===== config.mk =====
export PLATFORM = sky130hd
export DESIGN_NAME = jpeg_byte_stuffer
export DESIGN_NICKNAME = d
export VERILOG_FILES = /design/src/rtl/jpeg_byte_stuffer.sv
export SDC_FILE = /design/constraint.sdc
export NUM_CORES = 1
export LEC_CHECK = 0
export ABC_CLOCK_PERIOD_IN_PS = 4400
export BUFFER_PORTS_ARGS = -buffer_cell sky130_fd_sc_hd__buf_2
export CAP_MARGIN = 20
export CELL_PAD_IN_SITES_DETAIL_PLACEMENT = 0
export CELL_PAD_IN_SITES_GLOBAL_PLACEMENT = 1
export CORE_AREA = 2 2 178 180
export DETAILED_ROUTE_END_ITERATION = 12
export DIE_AREA = 0 0 180 182
export PLACE_DENSITY_LB_ADDON = 0.08
export SYNTH_ARGS = -nofsm -noshare
export SYNTH_HDL_FRONTEND = slang
export SYNTH_SLANG_ARGS = --single-unit

===== constraint.sdc =====
create_clock -name clk -period 4.4 [get_ports clk]
set_clock_uncertainty 0.05 [all_clocks]
set_input_delay 0.66 -clock clk [delete_from_list [all_inputs] [get_ports clk]]
set_output_delay 0.66 -clock clk [all_outputs]
set_load 0.01 [all_outputs]

===== src/rtl/jpeg_byte_stuffer.sv =====
// Serializes packed 32-bit JPEG entropy-coded words into a byte stream.
// It inserts a 0x00 after each 0xFF data byte, pads the final byte with 1s, and appends EOI (FF D9).
module jpeg_byte_stuffer #(
  parameter int FIFO_DEPTH = 8
) (
  input  logic                          clk,
  input  logic                          rst,
  input  logic                          word_valid,
  input  logic [31:0]                   word_in,
  input  logic                          last_valid,
  input  logic [4:0]                    last_bits,
  output logic [7:0]                    byte_out,
  output logic                          byte_valid,
  input  logic                          byte_ready,
  output logic                          done,
  output logic                          overflow,
  output logic                          proto_err,
  output logic [$clog2(FIFO_DEPTH):0]   fifo_level
);

  localparam int AW = $clog2(FIFO_DEPTH);
  localparam int LW = AW + 1;
  localparam int EW = 39;

  typedef enum logic [2:0] {
    S_IDLE, S_EMIT, S_STUFF, S_PAD, S_EOI_FF, S_EOI_D9
  } state_t;

  state_t state, state_nxt;

  logic [EW-1:0] mem [FIFO_DEPTH];
  logic [AW-1:0] wr_ptr, rd_ptr;
  logic [LW-1:0] level;
  logic [EW-1:0] entry_in, head;
  logic          push_req, push, pop, full, empty;

  logic [31:0]   sr;
  logic [5:0]    bits_left, adv_bits;
  logic          last;
  logic [7:0]    top_byte, pad_val;
  logic          accept;

  function automatic logic [7:0] pad_byte(input logic [7:0] b, input logic [5:0] nb);
    return b | (8'hFF >> nb[2:0]);
  endfunction

  function automatic state_t after_advance(input logic [5:0] nb, input logic lst);
    if (nb >= 6'd8)      return S_EMIT;
    else if (nb == 6'd0) return lst ? S_EOI_FF : S_IDLE;
    else                 return S_PAD;
  endfunction

  // Input FIFO: {last, nbits[5:0], data[31:0]}
  assign push_req = word_valid | last_valid;
  assign entry_in = last_valid ? {1'b1, {1'b0, last_bits}, word_in}
                               : {1'b0, 6'd32, word_in};
  assign full     = (level == LW'(FIFO_DEPTH));
  assign empty    = (level == '0);
  assign pop      = (state == S_IDLE) && !empty;
  assign push     = push_req && (!full || pop);
  assign head     = mem[rd_ptr];

  always_ff @(posedge clk) begin
    if (push) mem[wr_ptr] <= entry_in;
  end

  always_ff @(posedge clk or posedge rst) begin
    if (rst) begin
      wr_ptr    <= '0;
      rd_ptr    <= '0;
      level     <= '0;
      overflow  <= 1'b0;
      proto_err <= 1'b0;
    end else begin
      if (push) wr_ptr <= wr_ptr + AW'(1);
      if (pop)  rd_ptr <= rd_ptr + AW'(1);
      unique case ({push, pop})
        2'b10:   level <= level + LW'(1);
        2'b01:   level <= level - LW'(1);
        default: level <= level;
      endcase
      if (push_req && full && !pop)  overflow  <= 1'b1;
      if (word_valid && last_valid)  proto_err <= 1'b1;
    end
  end

  assign fifo_level = level;

  // Byte serializer
  assign top_byte = sr[31:24];
  assign pad_val  = pad_byte(top_byte, bits_left);
  assign adv_bits = (bits_left >= 6'd8) ? (bits_left - 6'd8) : 6'd0;
  assign accept   = byte_valid && byte_ready;

  always_ff @(posedge clk or posedge rst) begin
    if (rst) state <= S_IDLE;
    else     state <= state_nxt;
  end

  always_comb begin
    state_nxt = state;
    unique case (state)
      S_IDLE: begin
        if (!empty) begin
          if (head[37:32] >= 6'd8)      state_nxt = S_EMIT;
          else if (head[37:32] != 6'd0) state_nxt = S_PAD;
          else                          state_nxt = S_EOI_FF;
        end
      end
      S_EMIT: begin
        if (accept) state_nxt = (top_byte == 8'hFF) ? S_STUFF : after_advance(adv_bits, last);
      end
      S_STUFF: begin
        if (accept) state_nxt = after_advance(adv_bits, last);
      end
      S_PAD: begin
        if (accept) state_nxt = (pad_val == 8'hFF) ? S_STUFF : S_EOI_FF;
      end
      S_EOI_FF: begin
        if (accept) state_nxt = S_EOI_D9;
      end
      S_EOI_D9: begin
        if (accept) state_nxt = S_IDLE;
      end
      default: state_nxt = S_IDLE;
    endcase
  end

  always_comb begin
    byte_valid = 1'b1;
    byte_out   = 8'h00;
    unique case (state)
      S_IDLE:   byte_valid = 1'b0;
      S_EMIT:   byte_out   = top_byte;
      S_STUFF:  byte_out   = 8'h00;
      S_PAD:    byte_out   = pad_val;
      S_EOI_FF: byte_out   = 8'hFF;
      S_EOI_D9: byte_out   = 8'hD9;
      default:  byte_valid = 1'b0;
    endcase
  end

  // A padded 0xFF is stuffed with bits_left cleared, so the STUFF exit lands on EOI_FF
  always_ff @(posedge clk) begin
    unique case (state)
      S_IDLE: begin
        if (pop) begin
          sr        <= head[31:0];
          bits_left <= head[37:32];
          last      <= head[38];
        end
      end
      S_EMIT: begin
        if (accept && top_byte != 8'hFF) begin
          sr        <= sr << 8;
          bits_left <= adv_bits;
        end
      end
      S_STUFF: begin
        if (accept) begin
          sr        <= sr << 8;
          bits_left <= adv_bits;
        end
      end
      S_PAD: begin
        if (accept && pad_val == 8'hFF) bits_left <= 6'd0;
      end
      default: ;
    endcase
  end

  always_ff @(posedge clk or posedge rst) begin
    if (rst) done <= 1'b0;
    else     done <= (state == S_EOI_D9) && accept;
  end

endmodule

==> impl_metrics.tcl <==
set metrics [dict create \
    grt-ovfl-total 0 \
    ant_nets 0 \
    htree_levels 2 \
    dieArea_sq_um 32760 \
    p_leak_nw 5.547 \
    cts_buffers 38 \
    setup_violations 0 \
    worstSetupPathType "reg -> reg" \
    cts_tree "built" \
    drive_above_1_share_pct 24.88 \
    grt_antenna_before_repair 3 \
    yosysTopAreaCell "edfxtp_1" \
    worst_pin_slew_ns 1.055 \
    cts.sinks 367 \
    first_pass_iters 5 \
    cts-resized-gates 0 \
    stdcell_count 1267 \
    clk_pin_slew_worst_paths_ns 0.06 \
    cp.arrival_ns 3.22 \
    grt_pass1_vias 7571 \
    routedWlPerCell_um 22.59 \
    vias 7119 \
    die_y_um 182 \
    fin_total_pwr_mw 11.95 \
    post_cts_buffers 0 \
    fin_area_sq_um 16570 \
    max_stage_delay_ns 0.62 \
    grt_max_degree 59 \
    coreArea_sq_um 30990 \
    fmax_ghz 0.3202 \
    drv_slew 0 \
    ir_drop_mv 0.3539 \
    clkLatencyLatePin_ns 0.52 \
    worst_setup_path_start_kind "flip-flop" \
    post-route-period-util_pct 70.99 \
    fin_nets 889 \
    yosysUniqueCellTypes 49 \
    fin_util_pct 53.49 \
    cp-end-kind "flip-flop" \
    routed_wl_um 28620 \
    ys_seq_area_share_pct 74.85 \
    dp.cells 1201 \
    rows 65 \
    max-slew-margin-rel_pct 29.64 \
    routabilityCongestion 0.7832 \
    fillCellCount 2426 \
    cts_hold_buffers 0 \
    dp_slack_ns 1.291 \
    layout_common_cells "edfxtp_1 (351), mux4_2 (78), buf_2 (57), nand2_1 (47), mux2i_1 (39)" \
    clock_path_buffers 3 \
    ys.flop_type "edfxtp_1" \
    path_max_fanout 39 \
    vias_per_cell 5.619 \
    dp_hpwl_um 16010 \
    grt_use_total_pct 17.85 \
    worst_slack_ns 1.277 \
    placed_area_sq_um 15440 \
    synth_nets 815 \
    power_density_nw_per_um2 721.1 \
    worstPathRequired_ns 4.49 \
    mappedNetlistArea_sq_um 14620 \
    rsz0062_at_grt "no" \
    port_buffers 57 \
    ioPinCount 58 \
    layout_commonest_cell "edfxtp_1" \
    period_needed_ns 3.124 \
    setup_tns_ns 0 \
    final-hold-violation-count 0 \
    post-route-drc-count 0 \
    syn_inst 766 \
    root_buffer "clkbuf_16" \
    cpMaxStageDelayCell "dfrtp_1" \
    syn_avg_cell_area_sq_um 19.08 \
    synth-seq-cells 367 \
    initial_utilization_pct 47.17 \
    grt_pass1_wl_um 44310 \
    status "finished, final reports clean" \
    fp.dieW_um 180 \
    synthTopCellsByArea "edfxtp_1 (72%), mux4_2 (12%), dfrtp_1 (2.7%)" \
    synthArstFlopShare_pct 4.360 \
    yosysWarnings 0 \
    synth_top_area_share_pct 72.11 \
    hp-class "in -> async" \
    drt_iter0_drc 610 \
    timing.hold.ws_ns 0.1570 \
    maxCapViolations 0 \
    areaGrowthSynthToFinish_pct 13.40 \
    synth_edf_count 351 \
    cp_cell_sequence "or3_1, a31oi_1, nand2b_1, nor3_4, buf_4" \
]
## per-layer routing
layer  global-route usage, %  share of wire [%]
met5                       0              0.087
met4                   4.650                1.7
met3                   3.570                5.1
met2                   30.50                 50
met1                   23.63                 43
## registers in the layout, summed over array words and instances (netlist names)
name,cells
sr,32
done,1
mem,312
last,1
wr_ptr,3
fifo_level,4
rd_ptr,3
state,3
bits_left,6
overflow,1
proto_err,1
## cell usage after synthesis, types with 2 or more instances
cell	n
o32ai_1	2
nor4_1	2
xor2_1	4
buf_2	13
nand2b_1	13
o21ai_1	8
o211ai_1	3
ha_1	6
o21ai_0	34
or3_1	3
mux2i_1	39
inv_1	12
nor2b_1	2
nor3_1	14
buf_4	2
o21bai_1	3
mux4_2	78
a22oi_1	2
and3_1	2
nand3_1	4
clkbuf_1	19
edfxtp_1	351
buf_6	2
a21oi_1	13
buf_1	3
dfrtp_1	16
nor2_1	30
and2_1	8
nand2_1	47
o22ai_1	6
a21o_1	3
xnor2_1	5
## cell families after synthesis
group	synth area share, %
XOR/XNOR	0.5393
flip-flops	74.85
AND/OR/NAND/NOR	4.118
buffers and inverters	1.601
multiplexers	14.77
AO/OA/AOI/OAI	3.476
adder cells (fa/ha/maj)	0.6506
## area by class of cell
class	count	area [sq um]	area share, %
Sequential cell	367	10950	66.05
Clock inverter	18	122.6	0.7398
Timing Repair Buffer	73	437.9	2.642
Inverter	13	48.80	0.2944
Tap cell	402	503.0	3.035
Multi-Input combinational cell	347	3532	21.31
Antenna cell	1	2.502	0.01510
Clock buffer	46	980.9	5.918
## critical path: cells and delay by family, from the launching register on
kind / cells / cell delay (ns)
and+or+nand+nor: 3 / 1.04
DFF: 1 / 0.62
AOI/OAI and AO/OA: 1 / 0.41
buffers and inverters: 1 / 0.60
## final timing paths
path                                      start               endpoint  slack [ns]  depth (start not counted)
max in group asynchronous                   rst  rd_ptr[0]$_DFFE_PP0P_        3.69                          2
min in group clk                     word_valid  proto_err$_DFFE_PP0P_        0.34                          2
hold / removal                              rst         done$_DFF_PP0_        0.16                          2
hold reg to reg            overflow$_DFFE_PP0P_   overflow$_DFFE_PP0P_        0.43                          1
setup reg to reg           state[1]$_DFFE_PP0P_   mem[0][20]$_DFFE_PP_        1.28                          5
setup / recovery           state[1]$_DFFE_PP0P_   mem[0][20]$_DFFE_PP_        1.28                          5
## report_power, final
part	leakage [nW]	switching, mW	total (mW)	internal, mW
Combinational	1.58	2.03	3.57	1.54
Clock	0.541	1.23	2.87	1.64
Sequential	3.43	0.548	5.51	4.96
(Power assumes the default switching activity.)
